File: config.mk
export PLATFORM = sky130hd
export DESIGN_NAME = clk_enable_scheduler
export DESIGN_NICKNAME = d
export VERILOG_FILES = /design/src/rtl/clk_enable_scheduler.sv
export SDC_FILE = /design/constraint.sdc
export NUM_CORES = 1
export LEC_CHECK = 0
export BUFFER_PORTS_ARGS = -buffer_cell sky130_fd_sc_hd__buf_2
export CAP_MARGIN = 20
export CORE_ASPECT_RATIO = 0.6
export CORE_UTILIZATION = 30
export DETAILED_ROUTE_END_ITERATION = 10
export GPL_TIMING_DRIVEN = 0
export SLEW_MARGIN = 30
export SYNTH_ARGS = -nofsm -noshare
export SYNTH_HDL_FRONTEND = slang
export SYNTH_SLANG_ARGS = --single-unit
export TNS_END_PERCENT = 1
File: constraint.sdc
create_clock -name basys_clk -period 4.6 [get_ports basys_clk]
set_clock_uncertainty 0.1 [all_clocks]
set_input_delay 1.15 -clock basys_clk [delete_from_list [all_inputs] [get_ports basys_clk]]
set_output_delay 1.15 -clock basys_clk [all_outputs]
set_load 0.05 [all_outputs]
File: src/rtl/clk_enable_scheduler.sv
// clk_enable_scheduler: three independent programmable clock-enable channels.
// Latency: tick/clk_sq are registered; a config update lands on the next wrap
// edge, or on the edge after acceptance when the channel is disabled.
// Backpressure: cfg_ready drops for a channel while it holds a pending update;
// channel 3 is a sink that always accepts and discards.
//
// Ports:
//   basys_clk        single clock domain (100 MHz board clock)
//   reset_n          asynchronous active-low reset
//   cfg_valid/ready  config handshake; transfer on cfg_valid & cfg_ready
//   cfg_ch           target channel 0..2, 3 = null sink
//   cfg_div          new divisor (0 and 1 are clamped to 2)
//   cfg_en           new channel enable
//   tick[2:0]        one-cycle enable pulse per channel, every div cycles
//   clk_sq[2:0]      square wave per channel, period 2*div cycles
//   busy[2:0]        update pending per channel
module clk_enable_scheduler #(
  parameter int unsigned CNT_W    = 26,
  parameter int unsigned DEF_DIV0 = 8,
  parameter int unsigned DEF_DIV1 = 2500,
  parameter int unsigned DEF_DIV2 = 50000000
) (
  input  logic             basys_clk,
  input  logic             reset_n,
  input  logic             cfg_valid,
  output logic             cfg_ready,
  input  logic [1:0]       cfg_ch,
  input  logic [CNT_W-1:0] cfg_div,
  input  logic             cfg_en,
  output logic [2:0]       tick,
  output logic [2:0]       clk_sq,
  output logic [2:0]       busy
);

  localparam logic [CNT_W-1:0] DEF_DIV [3] = '{CNT_W'(DEF_DIV0), CNT_W'(DEF_DIV1), CNT_W'(DEF_DIV2)};

  logic [CNT_W-1:0] cnt_q      [3];
  logic [CNT_W-1:0] cnt_d      [3];
  logic [CNT_W-1:0] div_act_q  [3];
  logic [CNT_W-1:0] div_act_d  [3];
  logic [CNT_W-1:0] div_pend_q [3];
  logic [CNT_W-1:0] div_pend_d [3];
  logic [2:0]       en_act_q,  en_act_d;
  logic [2:0]       en_pend_q, en_pend_d;
  logic [2:0]       pend_q,    pend_d;
  logic [2:0]       sq_q,      sq_d;
  logic [2:0]       tick_q,    tick_d;
  logic [2:0]       wrap;
  logic [3:0]       pend_ext;
  logic [CNT_W-1:0] div_clamped;
  logic             xfer;

  // Channel 3 maps onto a constant-zero pending bit so the sink is always ready.
  assign pend_ext    = {1'b0, pend_q};
  assign cfg_ready   = ~pend_ext[cfg_ch];
  assign xfer        = cfg_valid & cfg_ready;
  assign div_clamped = (cfg_div < CNT_W'(2)) ? CNT_W'(2) : cfg_div;

  always_comb begin
    for (int i = 0; i < 3; i++) begin
      wrap[i]       = en_act_q[i] && (cnt_q[i] == div_act_q[i] - CNT_W'(1));
      cnt_d[i]      = cnt_q[i];
      div_act_d[i]  = div_act_q[i];
      div_pend_d[i] = div_pend_q[i];
      en_act_d[i]   = en_act_q[i];
      en_pend_d[i]  = en_pend_q[i];
      pend_d[i]     = pend_q[i];
      sq_d[i]       = sq_q[i];
      tick_d[i]     = 1'b0;

      if (en_act_q[i]) begin
        if (wrap[i]) begin
          cnt_d[i]  = '0;
          tick_d[i] = 1'b1;
          sq_d[i]   = ~sq_q[i];
          // Updates only land on a period boundary; the wrap tick still fires.
          // Only an update pending before this edge applies here, so an accept
          // coinciding with the wrap waits a full old period.
          if (pend_q[i]) begin
            div_act_d[i] = div_pend_q[i];
            en_act_d[i]  = en_pend_q[i];
            pend_d[i]    = 1'b0;
            if (!en_pend_q[i]) sq_d[i] = 1'b0;
          end
        end else begin
          cnt_d[i] = cnt_q[i] + CNT_W'(1);
        end
      end else begin
        // A stopped channel has no period boundary to wait for.
        cnt_d[i] = '0;
        sq_d[i]  = 1'b0;
        if (pend_q[i]) begin
          div_act_d[i] = div_pend_q[i];
          en_act_d[i]  = en_pend_q[i];
          pend_d[i]    = 1'b0;
        end
      end

      // cfg_ready guarantees pend_q is clear here, so this never races an apply.
      if (xfer && (cfg_ch == 2'(i))) begin
        pend_d[i]     = 1'b1;
        div_pend_d[i] = div_clamped;
        en_pend_d[i]  = cfg_en;
      end
    end
  end

  always_ff @(posedge basys_clk or negedge reset_n) begin
    if (!reset_n) begin
      for (int i = 0; i < 3; i++) begin
        cnt_q[i]      <= '0;
        div_act_q[i]  <= DEF_DIV[i];
        div_pend_q[i] <= DEF_DIV[i];
      end
      en_act_q  <= 3'b111;
      en_pend_q <= 3'b111;
      pend_q    <= 3'b000;
      sq_q      <= 3'b000;
      tick_q    <= 3'b000;
    end else begin
      for (int i = 0; i < 3; i++) begin
        cnt_q[i]      <= cnt_d[i];
        div_act_q[i]  <= div_act_d[i];
        div_pend_q[i] <= div_pend_d[i];
      end
      en_act_q  <= en_act_d;
      en_pend_q <= en_pend_d;
      pend_q    <= pend_d;
      sq_q      <= sq_d;
      tick_q    <= tick_d;
    end
  end

  assign tick   = tick_q;
  assign clk_sq = sq_q;
  assign busy   = pend_q;

endmodule

### After elaboration in Yosys (flattened, before gate mapping)

Index checks and enable logic that the tools add are counted.

* register bits: 249
* bits in latches: 0
* bits in writable memories: 0
* memory bits (read-only): 0
* bits of input ports: 32
* output and inout bits: 10
* memories: 0

* add/sub/neg operators: 6
* multiply operators: 0
* divide/modulo/power cells: 0
* order comparisons: 2
* equal/unequal tests: 11
* shift-type cells: 0
* muxes and demuxes: 57
* bitwise operators: 5
* reduce and logical (&&, ||, !) cells: 7

Operators with widths (count)
* $mux W26: 16
* $add A26 B1 Y26 const B: 3
* $eq A26 B26 Y1: 3
* $sub A26 B1 Y26 const B: 3
* $mux W1: 40
* $lt A26 B2 Y1 const B: 1
* $ne A3 B1 Y1 const B: 3
* $logic_and A1 B1 Y1: 6
* $ne A2 B1 Y1 const B: 3
* $not A1 Y1: 4
* $lt A2 B3 Y1 const B: 1
* $bmux W1 S2: 1
* $eq A2 B1 Y1 const B: 1
* $eq A2 B2 Y1 const B: 1
* $logic_not A2 Y1: 1
* $and A1 B1 Y1: 1

### Logic depth before layout (Yosys ltp)

* depth in word-level cells: 6
* gate-level depth with buffers: 11
* mapped depth without buffers: 10

### Worst setup path after synthesis

OpenSTA, ideal clock, no wires.

* path kind: flip-flop to flip-flop
* start point: register div_act_q[52] (netlist bit)
* end point: register div_act_q[69] (netlist bit)
* setup time: 128 ps
* arrival: 3285 ps
* data required time: 4372 ps
* slack: 1088 ps
* cell stages (with the launch flop): 12
* path buffers: 1
* clock period less this slack: 3512 ps
* path through: dfrtp_1 > inv_1 > ha_1 > nor4b_1 > nand4b_1 > or4_1 > o2111ai_1 > nor2_1 > nor4_2 > o21ai_2 > buf_2 > mux2_1

* word-level cells in the longest chain between the ends: 4

Ends and longest elaborated chain
* start, declared: RTL line 39 `logic [CNT_W-1:0] div_act_q [3];`
* start signal, assigned by index: RTL line 112 `div_act_q[i] <= DEF_DIV[i];`
* start signal, assigned by index: RTL line 123 `div_act_q[i] <= div_act_d[i];`
* $sub A26 B1 Y26: RTL line 61 `wrap[i] = en_act_q[i] && (cnt_q[i] == div_act_q[i] - CNT_W'(1));`
* $eq A26 B26 Y1: RTL line 61
* $logic_and A1 B1 Y1: RTL line 61
* $ne A2 B1 Y1 (no line)

No other way between the ends.
A chain may end at the register's enable or synchronous reset.

### Worst setup path after layout

* start point: register div_act_q[9] (netlist bit)
* end point: register div_act_q[24] (netlist bit)

Same word-level chain as after synthesis.

==> run_results.csv <==
group,metric,value,unit
worst_setup_path,critPathKind,"flip-flop to flip-flop",
global_route,grt_pass1_vias,9390,
global_route,grt_pass1_wl,56330,µm
synthesis,syn_area,0.01315,mm²
routing,drc,0,
global_route,grt_max_degree,75,
synthesis,synth_xor_area_share,11.19,%
sta,hold_viol,0,
finish,post-route-util,35.42,%
sta,rsz0062_at_grt,"yes",
finish,fillCellCount,4232,
routing,detail-route-antenna-nets,0,
finish,stdcell_area,0.01506,mm²
sta,holdWs,0.3872,ns
synthesis,yosysSeqAreaShare,47.78,%
finish,antennaDiodeCount,0,
synthesis,synthMuxAreaShare,14.28,%
cts,clk_path_buf_depth,3,
sta,relSlewSlack,33.35,%
routing,via_per_inst,5.183,
finish,multiInputGateArea,0.006611,mm²
sta,tightestPinTransition,0.9858,ns
global_route,grt_use_total,16.16,%
cts,cts_root_buffer,"clkbuf_16",
synthesis,synth_top_family_by_area,"simple AND/OR/NAND/NOR gates",
sta,post-route-period-util,96.82,%
floorplan,pin_count,42,
floorplan,die_w,272.3,µm
cts,cts_buffers,24,
synthesis,synth_nets,1243,
synthesis,synth_ff_type,"dfrtp_1",
sta,setup_viol_count_final,0,
worst_setup_path,cp.arrival,4.77,ns
synthesis,synth.area.top_cells,"dfrtp_1 39%, mux2_2 9.5%, dfstp_2 8.4%",
synthesis,synth_edf_count,0,
power_and_ir_drop,p_leak,6.190,nW
flow_run,drv_cap,0,
placement,placed_cell_area,0.01417,mm²
status,status,"finished clean",
routing,wl_per_cell,18.91,µm
worst_setup_path,worstRegToRegCells,9,
synthesis,syn_avg_cell_area,10.91,µm²
sta,period_needed,4.454,ns
cts,htreeDepth,1,
global_route,antenna_found_initial,5,
synthesis,synthSimpleGateAreaFrac,18.13,%
placement,dp_hpwl,26640,µm
cts,hold_buffers,0,
synthesis,synthAdderAreaFrac,0.6469,%
min_path,worstHoldPathCells,1,
placement,port_buffers,41,
worst_setup_path,start_kind,"flip-flop",
routing,drt_pass1_iterations,6,
placement,gp_congestion,0.8582,
finish,seq_area,0.006284,mm²
power_and_ir_drop,ir_worst_vdd,0.2823,mV
synthesis,synthDistinctLibCells,71,
worst_setup_path,critPathCaptureType,"flip-flop",
routing,vias,9667,
min_path,hold_path.class,"flip-flop to flip-flop",
sta,maxSlewViolCount,0,
cts,clk_latency,0.56,ns
synthesis,syn-instance-count,1205,
routing,finalWirelength,35260,µm
floorplan,die_y,164.2,µm
worst_setup_path,required,4.92,ns
floorplan,core_area,0.04253,mm²
synthesis,ys_seq_elements,249,
finish,final_nets,1315,
sta,fmaxAchievable,0.2245,GHz
synthesis,synth_top_area_share,39.39,%
worst_setup_path,worstPathMaxFanout,10,
synthesis,ys_warn_count,0,
global_route,overflow,0,
cts,cts_sinks,249,
cts,cts_tree,"built",
floorplan,rows,58,
synthesis,yosysTopAreaCell,"dfrtp_1",
finish,syn2layout_area_growth,14.55,%
synthesis,synth-compound-area-share,5.613,%
power_and_ir_drop,powerDensity,625.1,mW/mm²
synthesis,async_flop_share,100.0,%
floorplan,start_util,30.93,%
finish,final_layout_size_suffix_gt1_share,22.78,%
cts,cts.reportedPaths.clkPinSlew,0.07,ns
floorplan,die_area,0.04471,mm²
routing,drtIter0Drc,829,
-- cell type report --
type,count,area share (%)
Inverter,25,0.6229
Tap cell,570,4.734
Multi-Input combinational cell,881,43.89
Clock inverter,11,0.9718
Timing Repair Buffer,46,2.159
Clock buffer,33,4.477
Buffer,50,1.437
Sequential cell,249,41.71
-- logic make-up after synthesis --
family / count (synthesis)
simple gates: 442
buf+inv: 75
compound gates: 102
xor+xnor: 168
fa+ha+maj: 7
mux: 162
flops: 249
-- placed cells by master, fill, tap and decap left out, types with 17 or more instances in the layout --
cell / count
dfrtp_1: 207
mux2_2: 111
nor2_1: 104
xnor2_1: 89
xor2_1: 79
nor3_1: 71
nand3_1: 49
nand2_1: 45
buf_2: 45
clkbuf_1: 42
dfstp_2: 42
nor4_1: 25
nand4_1: 25
inv_1: 24
clkbuf_16: 24
and3_1: 22
mux2_4: 19
a21oi_1: 18
mux2_1: 18
o21ai_0: 17
-- power breakdown --
group	internal, W	switching (W)
registers	0.00313	0.000854
logic	0.00159	0.00179
clock network	0.00116	0.000901
-- cell usage after synthesis, drive strengths merged, types with 6 or more instances --
cell type  instances
nand4             25
o21ai             21
nor4              28
clkbuf            37
a211oi             6
o31ai              8
xnor2             89
and2               6
inv               24
o211ai            11
o2111ai            6
a21oi             18
nand3b            10
ha                 6
dfrtp            207
or4               13
nor3              73
or3               12
or2                8
and4               8
and3              22
nand2             45
nand4b             6
mux2             148
nor4b              6
mux2i             14
dfstp             42
buf               13
nand3             49
xor2              79
nor2b              9
nor2             104
-- what timing repair did --
action / 4_1_cts / 5_1_grt
pin swaps: 0 / 1
cloned: 0 / 0
setup buffers: 0 / 2
setup endpoints to repair: 22 / 46
gates resized for setup: 2 / 4
-- through the flow --
step	instances	worst slack (ns)	setup TNS (ns)	power, W
global route	1865	-0.005933	-0.005933	0.01004
floorplan	1205	1.088	0	0.006293
CTS	1863	0.1356	0	0.009401
finish	1865	0.1464	0	0.009416
detailed placement	1819	-0.06771	-0.9129	0.007287
global placement	1816	-2.237	-482.99	0.007129
-- critical path, stage by stage, from the launching register on --
cell and delay [ns]:
dfrtp_1 0.46, nor4_1 0.64, nand4_1 0.52, or4_1 0.65
nand3_1 0.16, o2111ai_1 0.20, a2111oi_4 0.68, o21ai_2 0.32
buf_6 0.26, mux2_4 0.30
-- routing by layer --
metal | GRT usage, % | routed length [µm] | up-vias
met5 | 0 | 14 | -
met1 | 26.25 | 18690 | 4884
li1 | - | - | 4466
met2 | 20.89 | 13220 | 276
met4 | 3.039 | 601 | 2
met3 | 3.845 | 2725 | 39
-- worst paths after layout --
kind / startpoint / end / slack, ns
worst max-delay path: div_act_q[9] / div_act_q[24] / 0.15
worst max register to register: div_act_q[9] / div_act_q[24] / 0.15
min in group asynchronous: reset_n / cnt_q[53] / 0.44
max in group asynchronous: reset_n / div_act_q[12] / 2.85
worst min-delay path: div_pend_q[61] / div_act_q[61] / 0.39
worst min register to register: div_pend_q[61] / div_act_q[61] / 0.39
-- registers in the layout, indices dropped and copies added (netlist names) --
| signal | flops |
|---|---|
| div_pend_q | 78 |
| cnt_q | 78 |
| clk_sq | 3 |
| tick | 3 |
| div_act_q | 78 |
| en_act_q | 3 |
| busy | 3 |
| en_pend_q | 3 |
No activity file was read; power rests on OpenSTA's default activity.
